<file path="src/rtl/strip_tile_display_if.sv">
// Command and video bus shared by strip_tile_display and its driver.
// The slave side takes commands and scan position and returns pixel colour and status.
interface strip_tile_display_if;
  logic        write_valid;
  logic [31:0] writedata;
  logic [9:0]  hcount;
  logic [9:0]  vcount;
  logic [23:0] RGB_output;
  logic        active_bank;
  logic        cmd_err;

  modport slave (
    input  write_valid, writedata, hcount, vcount,
    output RGB_output, active_bank, cmd_err
  );

  modport master (
    output write_valid, writedata, hcount, vcount,
    input  RGB_output, active_bank, cmd_err
  );
endinterface

</file>
<file path="src/rtl/strip_tile_display.sv">
// Tiled horizontal strip renderer: double-buffered per-strip config, X scroll, gaps,
// 2-bpp pattern ROM with a 4-entry palette, three-stage pixel pipeline.
module strip_tile_display #(
  parameter logic [5:0]  COMPONENT_ID = 6'b001111,
  parameter int unsigned NUM_STRIPS   = 2,
  parameter int unsigned NUM_GAPS     = 2,
  parameter int unsigned STRIP_H      = 32,
  parameter int unsigned TILE_W       = 16,
  parameter int unsigned TILE_H       = 16,
  parameter int unsigned NUM_PATTERNS = 1,
  parameter logic [9:0]  SWAP_LINE    = 10'd480,
  parameter logic [23:0] BG_COLOR     = 24'h202020,
  parameter logic [2*NUM_PATTERNS*TILE_W*TILE_H-1:0] ROM_INIT =
    {(NUM_PATTERNS*TILE_W*TILE_H/2){4'b1001}}
) (
  input  logic clk,
  input  logic reset,
  strip_tile_display_if.slave bus
);
  localparam int unsigned TWB = $clog2(TILE_W);
  localparam int unsigned THB = $clog2(TILE_H);
  localparam int unsigned PIX = NUM_PATTERNS * TILE_W * TILE_H;
  localparam int unsigned AW  = $clog2(PIX / 2);
  localparam int unsigned IW  = AW + 1;
  localparam int unsigned PW  = (NUM_PATTERNS > 1) ? $clog2(NUM_PATTERNS) : 1;
  localparam logic [5:0] NS6 = 6'(NUM_STRIPS);
  localparam logic [3:0] NG4 = 4'(NUM_GAPS);
  localparam logic [5:0] NP6 = 6'(NUM_PATTERNS);

  logic          en_q  [2][NUM_STRIPS];
  logic          hf_q  [2][NUM_STRIPS];
  logic [PW-1:0] pat_q [2][NUM_STRIPS];
  logic [9:0]    xs_q  [2][NUM_STRIPS];
  logic [9:0]    yt_q  [2][NUM_STRIPS];
  logic [9:0]    gl_q  [2][NUM_STRIPS][NUM_GAPS];
  logic [9:0]    gr_q  [2][NUM_STRIPS][NUM_GAPS];

  logic active_bank_q, pend_q, pend_bank_q, err_q;

  logic [5:0]  sub;
  logic [4:0]  strip;
  logic [3:0]  info;
  logic [2:0]  typ;
  logic        bank;
  logic [12:0] msg;
  logic        is_swap, is_strip, bad, pat_oob, wr, err_set, commit;

  always_comb begin
    {sub, strip, info, typ, bank, msg} = bus.writedata;
    is_swap  = bus.write_valid && (info == 4'hF);
    is_strip = bus.write_valid && (info == 4'h1) && (sub == COMPONENT_ID);
    // Bank check uses the pre-commit active bank, so a same-cycle commit cannot open a write.
    bad      = (bank == active_bank_q) || ({1'b0, strip} >= NS6) ||
               (((typ == 3'b100) || (typ == 3'b101)) && ({1'b0, msg[12:10]} >= NG4));
    pat_oob  = (typ == 3'b001) && ({1'b0, msg[4:0]} >= NP6);
    wr       = is_strip && !bad;
    err_set  = is_strip && (bad || pat_oob);
    commit   = pend_q && (bus.hcount == '0) && (bus.vcount == SWAP_LINE);
  end

  always_ff @(posedge clk or negedge reset) begin
    if (!reset) begin
      for (int unsigned b = 0; b < 2; b++) begin
        for (int unsigned s = 0; s < NUM_STRIPS; s++) begin
          en_q[b][s]  <= 1'b0;
          hf_q[b][s]  <= 1'b0;
          pat_q[b][s] <= '0;
          xs_q[b][s]  <= '0;
          yt_q[b][s]  <= '0;
          for (int unsigned g = 0; g < NUM_GAPS; g++) begin
            gl_q[b][s][g] <= '1;
            gr_q[b][s][g] <= '0;
          end
        end
      end
    end else if (wr) begin
      for (int unsigned b = 0; b < 2; b++) begin
        for (int unsigned s = 0; s < NUM_STRIPS; s++) begin
          if ((bank == 1'(b)) && (strip == 5'(s))) begin
            case (typ)
              3'b001: begin
                en_q[b][s] <= msg[12];
                hf_q[b][s] <= msg[11];
                if (!pat_oob) pat_q[b][s] <= msg[PW-1:0];
              end
              3'b010: xs_q[b][s] <= msg[9:0];
              3'b011: yt_q[b][s] <= msg[9:0];
              3'b100, 3'b101: begin
                for (int unsigned g = 0; g < NUM_GAPS; g++) begin
                  if (msg[12:10] == 3'(g)) begin
                    if (typ == 3'b100) gl_q[b][s][g] <= msg[9:0];
                    else               gr_q[b][s][g] <= msg[9:0];
                  end
                end
              end
              default: ;
            endcase
          end
        end
      end
    end
  end

  // A swap in the commit cycle re-arms pending after the commit has consumed the old bank.
  always_ff @(posedge clk or negedge reset) begin
    if (!reset) begin
      active_bank_q <= 1'b0;
      pend_q        <= 1'b0;
      pend_bank_q   <= 1'b0;
      err_q         <= 1'b0;
    end else begin
      if (commit) begin
        active_bank_q <= pend_bank_q;
        pend_q        <= 1'b0;
      end
      if (is_swap) begin
        pend_q      <= 1'b1;
        pend_bank_q <= bank;
      end
      if (err_set) err_q <= 1'b1;
    end
  end

  logic [NUM_STRIPS-1:0] hit_s, gap_s;
  logic [IW-1:0]         idx_s [NUM_STRIPS];
  logic                  hit_d;
  logic [IW-1:0]         idx_d;

  always_comb begin
    for (int unsigned s = 0; s < NUM_STRIPS; s++) begin
      gap_s[s] = 1'b0;
      for (int unsigned g = 0; g < NUM_GAPS; g++) begin
        if ((gl_q[active_bank_q][s][g] <= gr_q[active_bank_q][s][g]) &&
            (bus.hcount >= gl_q[active_bank_q][s][g]) &&
            (bus.hcount <= gr_q[active_bank_q][s][g]))
          gap_s[s] = 1'b1;
      end
      hit_s[s] = en_q[active_bank_q][s] && !gap_s[s] &&
                 ({1'b0, bus.vcount} >= {1'b0, yt_q[active_bank_q][s]}) &&
                 ({1'b0, bus.vcount} < ({1'b0, yt_q[active_bank_q][s]} + 11'(STRIP_H)));
      // Mirroring within a power-of-2 tile is a bitwise invert of the column.
      idx_s[s] = IW'(pat_q[active_bank_q][s]) * IW'(TILE_W * TILE_H) +
                 IW'({THB'(bus.vcount - yt_q[active_bank_q][s]),
                      TWB'(bus.hcount + xs_q[active_bank_q][s]) ^ {TWB{hf_q[active_bank_q][s]}}});
    end
    hit_d = 1'b0;
    idx_d = '0;
    for (int unsigned i = 0; i < NUM_STRIPS; i++) begin
      if (hit_s[NUM_STRIPS-1-i]) begin
        hit_d = 1'b1;
        idx_d = idx_s[NUM_STRIPS-1-i];
      end
    end
  end

  logic          hit1_q, odd1_q, hit2_q, odd2_q;
  logic [AW-1:0] word1_q;
  logic [3:0]    nib2_q;
  logic [1:0]    px2;
  logic [23:0]   rgb_q, rgb_d;

  always_comb begin
    px2 = odd2_q ? nib2_q[3:2] : nib2_q[1:0];
    case (px2)
      2'd0:    rgb_d = 24'h202020;
      2'd1:    rgb_d = 24'hFFFFFF;
      2'd2:    rgb_d = 24'h808080;
      default: rgb_d = 24'hD3D3D3;
    endcase
    if (!hit2_q) rgb_d = BG_COLOR;
  end

  always_ff @(posedge clk or negedge reset) begin
    if (!reset) begin
      hit1_q  <= 1'b0;
      odd1_q  <= 1'b0;
      word1_q <= '0;
      hit2_q  <= 1'b0;
      odd2_q  <= 1'b0;
      nib2_q  <= '0;
      rgb_q   <= BG_COLOR;
    end else begin
      hit1_q  <= hit_d;
      odd1_q  <= idx_d[0];
      word1_q <= idx_d[IW-1:1];
      hit2_q  <= hit1_q;
      odd2_q  <= odd1_q;
      nib2_q  <= ROM_INIT[{word1_q, 2'b00} +: 4];
      rgb_q   <= rgb_d;
    end
  end

  assign bus.RGB_output  = rgb_q;
  assign bus.active_bank = active_bank_q;
  assign bus.cmd_err     = err_q;
endmodule

</file>
<file path="src/flat_wrapper.sv">
// flat-port wrapper written by rule: the top's interface ports become plain ports
module strip_tile_display_flat 
#(
  parameter logic [5:0]  COMPONENT_ID = 6'b001111,
  parameter int unsigned NUM_STRIPS   = 2,
  parameter int unsigned NUM_GAPS     = 2,
  parameter int unsigned STRIP_H      = 32,
  parameter int unsigned TILE_W       = 16,
  parameter int unsigned TILE_H       = 16,
  parameter int unsigned NUM_PATTERNS = 1,
  parameter logic [9:0]  SWAP_LINE    = 10'd480,
  parameter logic [23:0] BG_COLOR     = 24'h202020,
  parameter logic [2*NUM_PATTERNS*TILE_W*TILE_H-1:0] ROM_INIT =
    {(NUM_PATTERNS*TILE_W*TILE_H/2){4'b1001}}
)
  (clk, reset, bus_write_valid, bus_writedata, bus_hcount, bus_vcount, bus_RGB_output, bus_active_bank, bus_cmd_err);
  strip_tile_display_if bus_i ();
  input  logic clk;
  input  logic reset;
  input wire logic [$bits(bus_i.write_valid)-1:0] bus_write_valid;
  input wire logic [$bits(bus_i.writedata)-1:0] bus_writedata;
  input wire logic [$bits(bus_i.hcount)-1:0] bus_hcount;
  input wire logic [$bits(bus_i.vcount)-1:0] bus_vcount;
  output wire logic [$bits(bus_i.RGB_output)-1:0] bus_RGB_output;
  output wire logic [$bits(bus_i.active_bank)-1:0] bus_active_bank;
  output wire logic [$bits(bus_i.cmd_err)-1:0] bus_cmd_err;
  assign bus_i.write_valid = bus_write_valid;
  assign bus_i.writedata = bus_writedata;
  assign bus_i.hcount = bus_hcount;
  assign bus_i.vcount = bus_vcount;
  assign bus_RGB_output = bus_i.RGB_output;
  assign bus_active_bank = bus_i.active_bank;
  assign bus_cmd_err = bus_i.cmd_err;
  strip_tile_display #(.COMPONENT_ID(COMPONENT_ID), .NUM_STRIPS(NUM_STRIPS), .NUM_GAPS(NUM_GAPS), .STRIP_H(STRIP_H), .TILE_W(TILE_W), .TILE_H(TILE_H), .NUM_PATTERNS(NUM_PATTERNS), .SWAP_LINE(SWAP_LINE), .BG_COLOR(BG_COLOR), .ROM_INIT(ROM_INIT)) u_core (.clk(clk), .reset(reset), .bus(bus_i));
endmodule
</file>
<file path="config.mk">
export PLATFORM = sky130hd
export DESIGN_NAME = strip_tile_display_flat
export DESIGN_NICKNAME = d
export VERILOG_FILES = /design/src/rtl/strip_tile_display_if.sv /design/src/rtl/strip_tile_display.sv /design/src/flat_wrapper.sv
export SDC_FILE = /design/constraint.sdc
export NUM_CORES = 1
export LEC_CHECK = 0
export CORE_UTILIZATION = 45
export DETAILED_ROUTE_END_ITERATION = 7
export HOLD_SLACK_MARGIN = 0.05
export SLEW_MARGIN = 20
export SYNTH_ARGS = -nofsm -noshare
export SYNTH_HDL_FRONTEND = slang
export SYNTH_SLANG_ARGS = --single-unit
</file>
<file path="constraint.sdc">
create_clock -name clk -period 5.2 [get_ports clk]
set_input_delay 1.3 -clock clk [delete_from_list [all_inputs] [get_ports clk]]
set_output_delay 1.3 -clock clk [all_outputs]
set_load 0.01 [all_outputs]
</file>
==> qor.csv, run 1 <==
stage,metric,value,unit
sta,Worst slew margin,33.3,%
sta,"Hold Violations, Final",0,
setup_path,Worst Path Required,5.67,ns
yosys,cell taking the most area after synthesis,dfrtp_1,
cts,htree depth,1,
sta,Final Max Tran Viols,0,
pwr,PnR Total Power,3990,uW
cts,# clock sinks,224,
detailed_routing,DRC,0,
yosys,Post-synth EDFFs,0,
yosys,"top cells by area, synth","dfrtp_1 (26%), mux2_2 (17%), dfstp_2 (16%)",
sta,actual slew at the worst max-slew pin,1.00,ns
placed_design,number of port buffers,80,
cts,CTS Buf Count,27,
setup_path,CP Capture Type,register,
min_path,worst hold endpoint,u_core.hit2_q$_DFF_PN0_,
setup_path,highest fanout seen on the critical path,9,
yosys,Yosys warnings,0,
sta,Max Clock Freq,256,MHz
yosys,mapped cell area,0.0136,mm^2
sta,fin crit period,3.90,ns
cts,Worst-Skew Late Latency,0.55,ns
layout,share of cells above drive strength 1,32.0,%
floorplan,die height,176,um
pwr,peak supply drop,0.277,mV
detailed_routing,1st-pass router iterations,4,
placed_design,DP Wirelength,23500,um
yosys,fraction of registers with async set/reset,100,%
layout,"most common cell after layout, fill and taps aside",mux2_2,
setup_path,Worst Path Arrival,4.37,ns
sta,RSZ-0062 raised after global routing,false,
status,status,finished clean,
global_route,initial antenna violation count,1,
cts,Post-CTS Setup Bufs,0,
yosys,Post-Syn Area per Cell,12.0,um^2
setup_path,CP Launch Type,primary input,
global_route,vias in the first global route,9236,
detailed_routing,Routed Antenna Nets,0,
global_route,largest net degree at the start of global routing,127,
yosys,share of the synthesized area in the top cell type,26.3,%
cts,Clock Path Buffers,3,
floorplan,Initial Util,45.8,%
setup_path,Reg2Reg Depth,13,
sta,Final setup viols,0,
layout,multi-input logic area,0.00737,mm^2
layout,final net count,1409,
cts,"Clk pin slew, worst setup/hold paths",0.06,ns
min_path,hold path start,u_core.hit1_q$_DFF_PN0_,
min_path,Hold/Removal Path Class,register to register,
global_route,grt ovf,0,
floorplan,DIE AREA,0.0310,mm^2
sta,final setup TNS,0,ns
detailed_routing,routed via count,9058,
setup_path,r2r setup slk,1.32,ns
setup_path,Setup CP Type,primary input to register,
layout,most frequent cells in the layout,"mux2_2 (206), ha_1 (152), dfrtp_1 (142)",
detailed_routing,Vias/cell,5.61,
layout,Layout Cells excl Fill,1615,
setup_path,crit-path max cell delay,0.92,ns
floorplan,Placement Rows,63,
yosys,most frequently used flop master after synthesis,dfrtp_1,
cts,CTS tree,yes,
cts,quantity of hold-fixing buffers added after cts,0,
yosys,register bit total from synthesis,224,
pwr,LEAKAGE,0.00738,uW
setup_path,"Max stage delay cell, worst path",clkdlybuf4s50_1,
setup_path,"critical path, cell by cell","clkdlybuf4s50_1, ha_1, a21o_1, a31oi_1, o21ai_0, a31oi_1, a211oi_1, or4_1, a2111o_1, nand3_1",
yosys,distinct cell type count after synthesis,62,
setup_path,Reg2Reg Launch Point,u_core.bus.active_bank$_DFFE_PN0P_,
cts,Root Driver,clkbuf_16,
setup_path,worst flop-to-flop path endpoint,u_core.odd1_q$_DFF_PN0_,
cts,CTS resizes,0,
floorplan,Die X,176,um
min_path,hold depth,0,
placed_design,placed cells,1563,
sta,Tcrit/Tclk final,75.0,%
floorplan,core box area,0.0297,mm^2
yosys,Syn Nets,1340,
layout,"Area growth, synth to finish",15.2,%
floorplan,IO Count,81,
global_route,GRT Overall Usage,22.7,%
detailed_routing,routed wire length,33900,um
detailed_routing,wire per inst,21.0,um
yosys,register area share after synthesis,41.9,%
layout,fill cell count,2640,
setup_path,Crit path top cell by count,a31oi_1,
global_route,global-route wire length before repair,53500,um
run,max cap viols,0,
detailed_routing,initial DRC count,481,
layout,Sequential Area,0.00571,mm^2
sta,clock skew,0.0119,ns
yosys,Mapped Cells,1133,
placed_design,gpl congestion,0.841,
pwr,pwr dens,254,mW/mm^2
power breakdown:
| part | internal (uW) | switching, uW |
|---|---|---|
| registers | 1750 | 1.24 |
| clock network | 1200 | 761 |
| logic | 101 | 170 |
| total | 3050 | 932 |
per-layer routing:
layer / wire length, um / GRT usage, % / vias up / part of all wire (%)
li1: - / - / 4267 / -
met1: 16400 / 33.3 / 4570 / 48
met2: 15000 / 35.3 / 172 / 44
met3: 1660 / 2.91 / 49 / 4.9
met4: 783 / 5.80 / 0 / 2.3
met5: 0 / 0 / - / 0
logic make-up after synthesis:
kind of cell	after synthesis	synth area share, %
XOR/XNOR	11	0.708
adder cells (fa/ha/maj)	152	14.0
AND/OR/NAND/NOR	178	7.53
other	1	0.0275
AO/OA/AOI/OAI	132	6.42
buffers and inverters	120	3.97
flip-flops	224	41.9
multiplexers	315	25.5
per-stage QoR:
step / utilization [%] / worst slack [ns] / hold WS, ns / area (um^2)
after floorplan: - / 1.49 / 0.331 / 13600
after global placement: 49.7 / 0.824 / 0.334 / 14800
after detailed placement: 49.7 / 0.786 / 0.337 / 14800
after CTS: 52.8 / 1.32 / 0.350 / 15700
after global routing: 52.8 / 1.14 / 0.357 / 15700
final: 52.8 / 1.30 / 0.349 / 15700
worst max-delay path by stage:
| stage | from | to | slack, ns | cells after the start |
|---|---|---|---|---|
| final | bus_hcount[2] | u_core.odd1_q$_DFF_PN0_ | 1.30 | 10 |
| after global routing | u_core.bus.active_bank$_DFFE_PN0P_ | u_core.odd1_q$_DFF_PN0_ | 1.14 | 11 |
| after CTS | u_core.bus.active_bank$_DFFE_PN0P_ | u_core.odd1_q$_DFF_PN0_ | 1.32 | 11 |
| after detailed placement | bus_hcount[2] | u_core.odd1_q$_DFF_PN0_ | 0.79 | 10 |
| after global placement | bus_hcount[2] | u_core.odd1_q$_DFF_PN0_ | 0.82 | 10 |
| after floorplan | u_core.bus.active_bank$_DFFE_PN0P_ | u_core.odd1_q$_DFF_PN0_ | 1.49 | 15 |
sequential cells by signal, summed over array words and instances, names as in the netlist, 3 cells and up:
signal	cells
u_core.gr_q	80
u_core.en_q	4
u_core.hf_q	4
u_core.gl_q	80
u_core.yt_q	40
u_core.xs_q	4
u_core.bus.RGB_output	3
area by class of cell:
type,instances,area share (%)
multi-input combinational,789,47.0
clock buffer,37,4.74
tap,390,3.11
clock inverter,13,1.19
sequential,224,36.4
inverter,61,1.46
antenna,2,0.0319
timing repair buffer,99,6.11
critical path: cells and delay by family:
kind | cells | cell delay [ns]
buf+inv | 1 | 0.92
compound gates | 6 | 1.12
simple gates | 2 | 0.68
fa+ha+maj | 1 | 0.36
Yosys cell counts, types with 23 or more instances:
master,number
a21oi_1,40
buf_4,23
clkbuf_1,23
dfrtp_1,143
dfstp_2,81
ha_1,152
inv_1,61
mux2_2,206
mux2i_1,95
nand2_1,27
nor2_1,33
o21ai_0,25
Note: power is estimated with default switching activity, not from simulation.
==> run 2: changes to the inputs <==
==> constraint.sdc (replaced) <==
create_clock -name clk -period 3.8 [get_ports clk]
set_input_delay 0.95 -clock clk [delete_from_list [all_inputs] [get_ports clk]]
set_output_delay 0.95 -clock clk [all_outputs]
set_load 0.01 [all_outputs]
==> run 2 against run 1 <==
Against the previous run:
- non-clock buffer count grew 31
- worst setup slack lost 0.90 ns
- flip-flop and latch count is the same
- utilization grew 0.81 points
- clock-buffer cell count grew 5
- register-to-register slack lost 0.92 ns
- power grew 29%
- routed wire length grew 1.3%
- critical path depth is the same
- largest cell class unchanged
==> qor.csv, run 2 (synthesis gave the netlist of run 1 again) <==
stage,metric,value,unit,change
status,status,finished clean,,
pwr,pwr dens,323,mW/mm^2,+27%
setup_path,Worst Path Required,4.20,ns,-1.47 ns
cts,Clock Path Buffers,3,,unchanged
setup_path,CP Capture Type,register,,
setup_path,CP Launch Type,register,,
placed_design,number of port buffers,80,,unchanged
sta,fin crit period,3.40,ns,
pwr,Clock Power Share,46.0,%,-3.3 points
pwr,P_int,3920,uW,+28%
floorplan,core box area,0.0297,mm^2,unchanged
setup_path,"Max stage delay cell, worst path",dfrtp_4,,
sta,clock skew,0.0268,ns,+0.0149 ns
placed_design,gpl congestion,0.875,,+4.1%
setup_path,Reg2Reg Depth,10,,-3
detailed_routing,routed wire length,34300,um,+1.3%
cts,# clock sinks,224,,unchanged
cts,"Clk pin slew, worst setup/hold paths",0.06,ns,about the same
setup_path,Setup CP Type,register to register,,
layout,share of cells above drive strength 1,33.1,%,+1.2 points
layout,largest registers,"u_core.gl_q: 80 flops, u_core.gr_q: 80 flops, u_core.yt_q: 40 flops",,
setup_path,crit-path max cell delay,0.65,ns,-0.27 ns
sta,Tcrit/Tclk final,89.4,%,
pwr,Sw Pwr,1220,uW,+31%
setup_path,worst flop-to-flop path endpoint,u_core.odd1_q$_DFF_PN0_,,
detailed_routing,Routed Antenna Nets,0,,unchanged
floorplan,die height,176,um,unchanged
layout,Layout Cells excl Fill,1642,,+1.7%
sta,Max Clock Freq,294,MHz,
layout,final net count,1439,,+2.1%
cts,quantity of hold-fixing buffers added after cts,0,,unchanged
layout,"Area growth, synth to finish",17.0,%,
sta,Final Max Tran Viols,0,,unchanged
detailed_routing,1st-pass router iterations,5,,+1
layout,n_diodes,0,,-2
layout,"most common cell after layout, fill and taps aside",mux2_2,,
cts,Root Driver,clkbuf_16,,
cts,htree depth,1,,unchanged
setup_path,"critical path, cell by cell","buf_16, mux2i_1, ha_1, and4_1, a221o_1, a221o_1, a211oi_1, or4_1, a2111o_1, nand3_1",,
layout,most frequent cells in the layout,"mux2_2 (206), ha_1 (152), dfrtp_1 (142)",,
min_path,worst hold endpoint,u_core.hit2_q$_DFF_PN0_,,
global_route,vias in the first global route,9250,,+0.15%
floorplan,IO Count,81,,unchanged
global_route,global-route wire length before repair,53200,um,-0.63%
setup_path,Reg2Reg Launch Point,u_core.bus.active_bank$_DFFE_PN0P_,,
cts,CTS tree,yes,,
cts,CTS Buf Count,26,,-3.7%
detailed_routing,initial DRC count,515,,+7.1%
setup_path,highest fanout seen on the critical path,15,,+6
pwr,LEAKAGE,0.00751,uW,+1.8%
global_route,GRT Overall Usage,22.6,%,-0.10 points
detailed_routing,wire per inst,20.9,um,-0.35%
sta,"Hold Violations, Final",0,,unchanged
global_route,initial antenna violation count,0,,-1
cts,Worst-Skew Late Latency,0.54,ns,about the same
sta,actual slew at the worst max-slew pin,1.11,ns,+0.108 ns
placed_design,DP Wirelength,24200,um,+3.2%
min_path,Hold/Removal Path Class,register to register,,
pwr,Sw Share,23.7,%,+0.35 points
setup_path,r2r setup slk,0.40,ns,-0.92 ns
sta,Worst slew margin,25.9,%,-7.4 points
global_route,grt ovf,0,,unchanged
min_path,hold depth,0,,unchanged
detailed_routing,routed via count,8986,,-0.79%
floorplan,Die X,176,um,unchanged
pwr,Comb pwr share,7.4,%,+0.6 points
run,max cap viols,0,,unchanged
sta,final setup TNS,0,ns,unchanged
floorplan,Initial Util,45.8,%,unchanged
sta,RSZ-0062 raised after global routing,false,,
setup_path,Worst Path Arrival,3.80,ns,-0.57 ns
setup_path,Worst path top cell family by delay,compound AO/OA/AOI/OAI gates,,
floorplan,Placement Rows,63,,unchanged
floorplan,DIE AREA,0.0310,mm^2,unchanged
detailed_routing,DRC,0,,unchanged
sta,Final setup viols,0,,unchanged
setup_path,Crit path top cell by count,a221o_1,,
setup_path,Bufs and invs on worst path,1,,unchanged
pwr,peak supply drop,0.273,mV,-1.7%
min_path,hold path start,u_core.hit1_q$_DFF_PN0_,,
pwr,Reg power frac,46.6,%,+2.7 points
placed_design,placed cells,1593,,+1.9%
detailed_routing,Vias/cell,5.47,,-2.4%
global_route,largest net degree at the start of global routing,73,,-43%
run 2: repair_timing:
action	CTS	global route
gates resized for setup	0	0
setup buffers	0	1
endpoints found under the setup margin	0	1
run 2: power by group through the flow:
stage               Sequential (uW)  Clock, uW  Combinational (uW)
finish                         2400       2370                 383
global route                   2390       2530                 428
CTS                            2390       2430                 387
detailed placement             2430          0                 385
global placement               2430          0                 380
floorplan                      2430          0                 147
run 2: cell type report:
type,instances,area [um^2]
clock buffers,42,771
fillers,2583,13800
well taps,390,488
multi-input cells,789,7370
flip-flops and latches,224,5710
clock inverters,6,41.3
inverters,61,229
repair buffers,130,1320
run 2: worst max-delay path by stage:
stage	start	to	slack (ns)	cells after the start
2_1_floorplan	u_core.bus.active_bank$_DFFE_PN0P_	u_core.odd1_q$_DFF_PN0_	0.09	15
3_3_place_gp	bus_hcount[8]	u_core.odd1_q$_DFF_PN0_	0.08	11
3_5_place_dp	bus_hcount[0]	u_core.odd1_q$_DFF_PN0_	0.05	11
4_1_cts	u_core.bus.active_bank$_DFFE_PN0P_	u_core.odd1_q$_DFF_PN0_	0.29	11
5_1_grt	u_core.bus.active_bank$_DFFE_PN0P_	u_core.odd1_q$_DFF_PN0_	0.16	12
6_report	u_core.bus.active_bank$_DFFE_PN0P_	u_core.odd1_q$_DFF_PN0_	0.40	10
run 2: per-stage QoR:
step	worst slack, ns	utilization [%]	hold slack [ns]	total power [uW]	area (um^2)
6_report	0.401	53.6	0.368	5140	15900
5_1_grt	0.163	53.6	0.375	5350	15900
4_1_cts	0.292	53.5	0.365	5220	15900
3_5_place_dp	0.0455	50.8	0.358	2820	15100
3_3_place_gp	0.0771	50.8	0.378	2810	15100
2_1_floorplan	0.0916	-	0.331	2580	13600
run 2: per-layer routing:
| layer | GRT usage (%) | part of all wire [%] | wire (um) |
|---|---|---|---|
| met1 | 31.8 | 48 | 16600 |
| met2 | 37.6 | 47 | 16200 |
| met3 | 2.56 | 2.9 | 985 |
| met4 | 4.53 | 1.8 | 603 |
| met5 | 0 | 0 | 0 |
==> run 3: changes to the inputs <==
--- a/config.mk
+++ b/config.mk
@@ -5,9 +5,12 @@
 export SDC_FILE = /design/constraint.sdc
 export NUM_CORES = 1
 export LEC_CHECK = 0
+export CELL_PAD_IN_SITES_DETAIL_PLACEMENT = 1
+export CELL_PAD_IN_SITES_GLOBAL_PLACEMENT = 1
 export CORE_UTILIZATION = 45
 export DETAILED_ROUTE_END_ITERATION = 7
 export HOLD_SLACK_MARGIN = 0.05
+export PLACE_DENSITY_LB_ADDON = 0.1
 export SLEW_MARGIN = 20
 export SYNTH_ARGS = -nofsm -noshare
 export SYNTH_HDL_FRONTEND = slang
==> run 3 against run 2 <==
Against the previous run:
- global-route usage grew 2.0 points
- clock-buffer cell count shrank 7
- cell area grew 0.75%
- fmax shrank 0.99%
- largest cell class unchanged
==> qor.csv, run 3 (synthesis gave the netlist of run 1 again) <==
stage,metric,value,unit,change
placed_design,Placed Area,0.0151,mm^2,+0.15%
floorplan,Initial Util,45.8,%,unchanged
cts,Root Driver,clkbuf_16,,
layout,fill cell count,3042,,+18%
setup_path,r2r setup slk,0.37,ns,-0.03 ns
pwr,LEAKAGE,0.00759,uW,+1.1%
cts,CTS Buf Count,26,,unchanged
setup_path,crit-path max cell delay,0.58,ns,-0.07 ns
floorplan,Die X,176,um,unchanged
setup_path,Reg2Reg Launch Point,u_core.bus.active_bank$_DFFE_PN0P_,,
layout,multi-input logic area,0.00737,mm^2,unchanged
floorplan,IO Count,81,,unchanged
placed_design,DP Wirelength,26600,um,+9.8%
sta,Max Clock Freq,291,MHz,-0.99%
detailed_routing,Routed met2 length,16600,um,+2.3%
detailed_routing,top sig layer,met4,,
global_route,global-route wire length before repair,57800,um,+8.7%
sta,"Hold Violations, Final",0,,unchanged
setup_path,Reg2Reg Depth,12,,+2
detailed_routing,WL met1,17800,um,+7.6%
cts,CTS tree,yes,,
detailed_routing,routed wire length,36800,um,+7.1%
cts,htree depth,1,,unchanged
setup_path,CP Capture Type,register,,
global_route,vias in the first global route,9961,,+7.7%
cts,# clock sinks,224,,unchanged
layout,Sequential Area,0.00571,mm^2,unchanged
sta,Worst slew margin,26.6,%,+0.70 points
min_path,Hold/Removal Path Class,primary input to asynchronous set/reset pin,,
placed_design,gpl congestion,0.835,,-4.6%
detailed_routing,Routed Antenna Nets,0,,unchanged
setup_path,worst flop-to-flop path endpoint,u_core.odd1_q$_DFF_PN0_,,
cts,"Clk pin slew, worst setup/hold paths",0.06,ns,about the same
setup_path,"critical path, cell by cell","buf_8, buf_4, mux2i_1, ha_1, a21o_1, a21o_1, a2111oi_0, o22a_1, a211oi_1, buf_4, a2111o_1, nand3_1",,
sta,clock skew,0.0156,ns,-0.0112 ns
layout,final instance area,0.0160,mm^2,+0.75%
cts,quantity of hold-fixing buffers added after cts,0,,unchanged
sta,Final Max Tran Viols,0,,unchanged
global_route,grt ovf,0,,unchanged
setup_path,highest fanout seen on the critical path,11,,-4
detailed_routing,routed via count,9303,,+3.5%
sta,final setup TNS,0,ns,unchanged
sta,RSZ-0062 raised after global routing,false,,
layout,largest registers,"u_core.gl_q: 80 flops, u_core.gr_q: 80 flops, u_core.yt_q: 40 flops",,
cts,Post-CTS Setup Bufs,0,,unchanged
floorplan,core box area,0.0297,mm^2,unchanged
setup_path,CP Launch Type,register,,
detailed_routing,1st-pass router iterations,4,,-1
layout,share of cells above drive strength 1,34.0,%,+0.90 points
layout,most frequent cells in the layout,"mux2_2 (206), ha_1 (152), dfrtp_1 (142)",,
global_route,largest net degree at the start of global routing,86,,+18%
cts,Worst-Skew Late Latency,0.54,ns,about the same
placed_design,number of port buffers,80,,unchanged
detailed_routing,DRC,0,,unchanged
global_route,GRT Overall Usage,24.6,%,+2.0 points
detailed_routing,initial DRC count,459,,-11%
setup_path,Setup CP Type,register to register,,
cts,Clock Path Buffers,3,,unchanged
global_route,initial antenna violation count,1,,+1
detailed_routing,Vias/cell,5.63,,+3.0%
detailed_routing,wire per inst,22.3,um,+6.5%
pwr,pwr dens,338,mW/mm^2,+4.6%
status,status,finished clean,,
floorplan,die height,176,um,unchanged
pwr,peak supply drop,0.289,mV,+6.0%
setup_path,Worst Path Arrival,3.89,ns,+0.09 ns
setup_path,"Max stage delay cell, worst path",dfrtp_4,,
floorplan,Placement Rows,63,,unchanged
run,max cap viols,0,,unchanged
sta,actual slew at the worst max-slew pin,1.10,ns,-0.0105 ns
detailed_routing,met3 routed WL,1590,um,+62%
cts,CTS resizes,0,,unchanged
layout,"most common cell after layout, fill and taps aside",mux2_2,,
layout,final net count,1447,,+0.56%
layout,"Area growth, synth to finish",17.9,%,
setup_path,Worst Path Required,4.26,ns,+0.06 ns
sta,Final setup viols,0,,unchanged
sta,Tcrit/Tclk final,90.3,%,+0.89 points
sta,fin crit period,3.43,ns,+0.0339 ns
floorplan,DIE AREA,0.0310,mm^2,unchanged
[run 3: cell type report]
| type | count | share of cell area (%) |
|---|---|---|
| Inverter | 61 | 1.43 |
| Multi-Input combinational cell | 789 | 45.9 |
| Clock buffer | 35 | 4.77 |
| Tap cell | 390 | 3.04 |
| Sequential cell | 224 | 35.6 |
| Antenna cell | 1 | 0.0156 |
| Clock inverter | 13 | 0.928 |
| Timing Repair Buffer | 138 | 8.33 |
[run 3: layer usage]
metal	up-vias	global-route usage, %
li1	4357	-
met1	4730	34.8
met2	171	39.7
met3	45	3.36
met4	0	5.94
met5	-	0
[run 3: how the worst max path moves through the flow]
stage,slack (ns),from,endpoint,cells past startpoint
floorplan,0.09,u_core.bus.active_bank$_DFFE_PN0P_,u_core.odd1_q$_DFF_PN0_,15
global placement,0.07,bus_hcount[3],u_core.odd1_q$_DFF_PN0_,12
detailed placement,0.002,bus_hcount[0],u_core.odd1_q$_DFF_PN0_,11
CTS,0.22,u_core.bus.active_bank$_DFFE_PN0P_,u_core.odd1_q$_DFF_PN0_,12
global route,0.12,u_core.bus.active_bank$_DFFE_PN0P_,u_core.odd1_q$_DFF_PN0_,12
finish,0.37,u_core.bus.active_bank$_DFFE_PN0P_,u_core.odd1_q$_DFF_PN0_,12
[run 3: per-stage QoR]
stage,hold slack [ns],utilization (%),power [uW],worst slack [ns],instances
2_1_floorplan,0.331,-,2580,0.0916,1133
3_3_place_gp,0.354,50.9,2820,0.0657,1601
3_5_place_dp,0.364,50.9,2830,0.00183,1601
4_1_cts,0.348,53.9,5490,0.224,1649
5_1_grt,0.365,54.0,5610,0.117,1650
6_report,0.334,54.0,5420,0.367,1651
[run 3: critical path: cells and delay by family (launching register included)]
family	cells	cell delay (ns)
AOI/OAI and AO/OA	6	1.45
buffers and inverters	3	0.63
DFF	1	0.58
muxes	1	0.30
adders and majority gates	1	0.29
and+or+nand+nor	1	0.08
[run 3: power by group]
group | leakage [uW] | internal [uW] | switching [uW]
registers | 0.00282 | 2390 | 1.40
logic | 0.00432 | 151 | 238
clock network | 0.000454 | 1610 | 1020
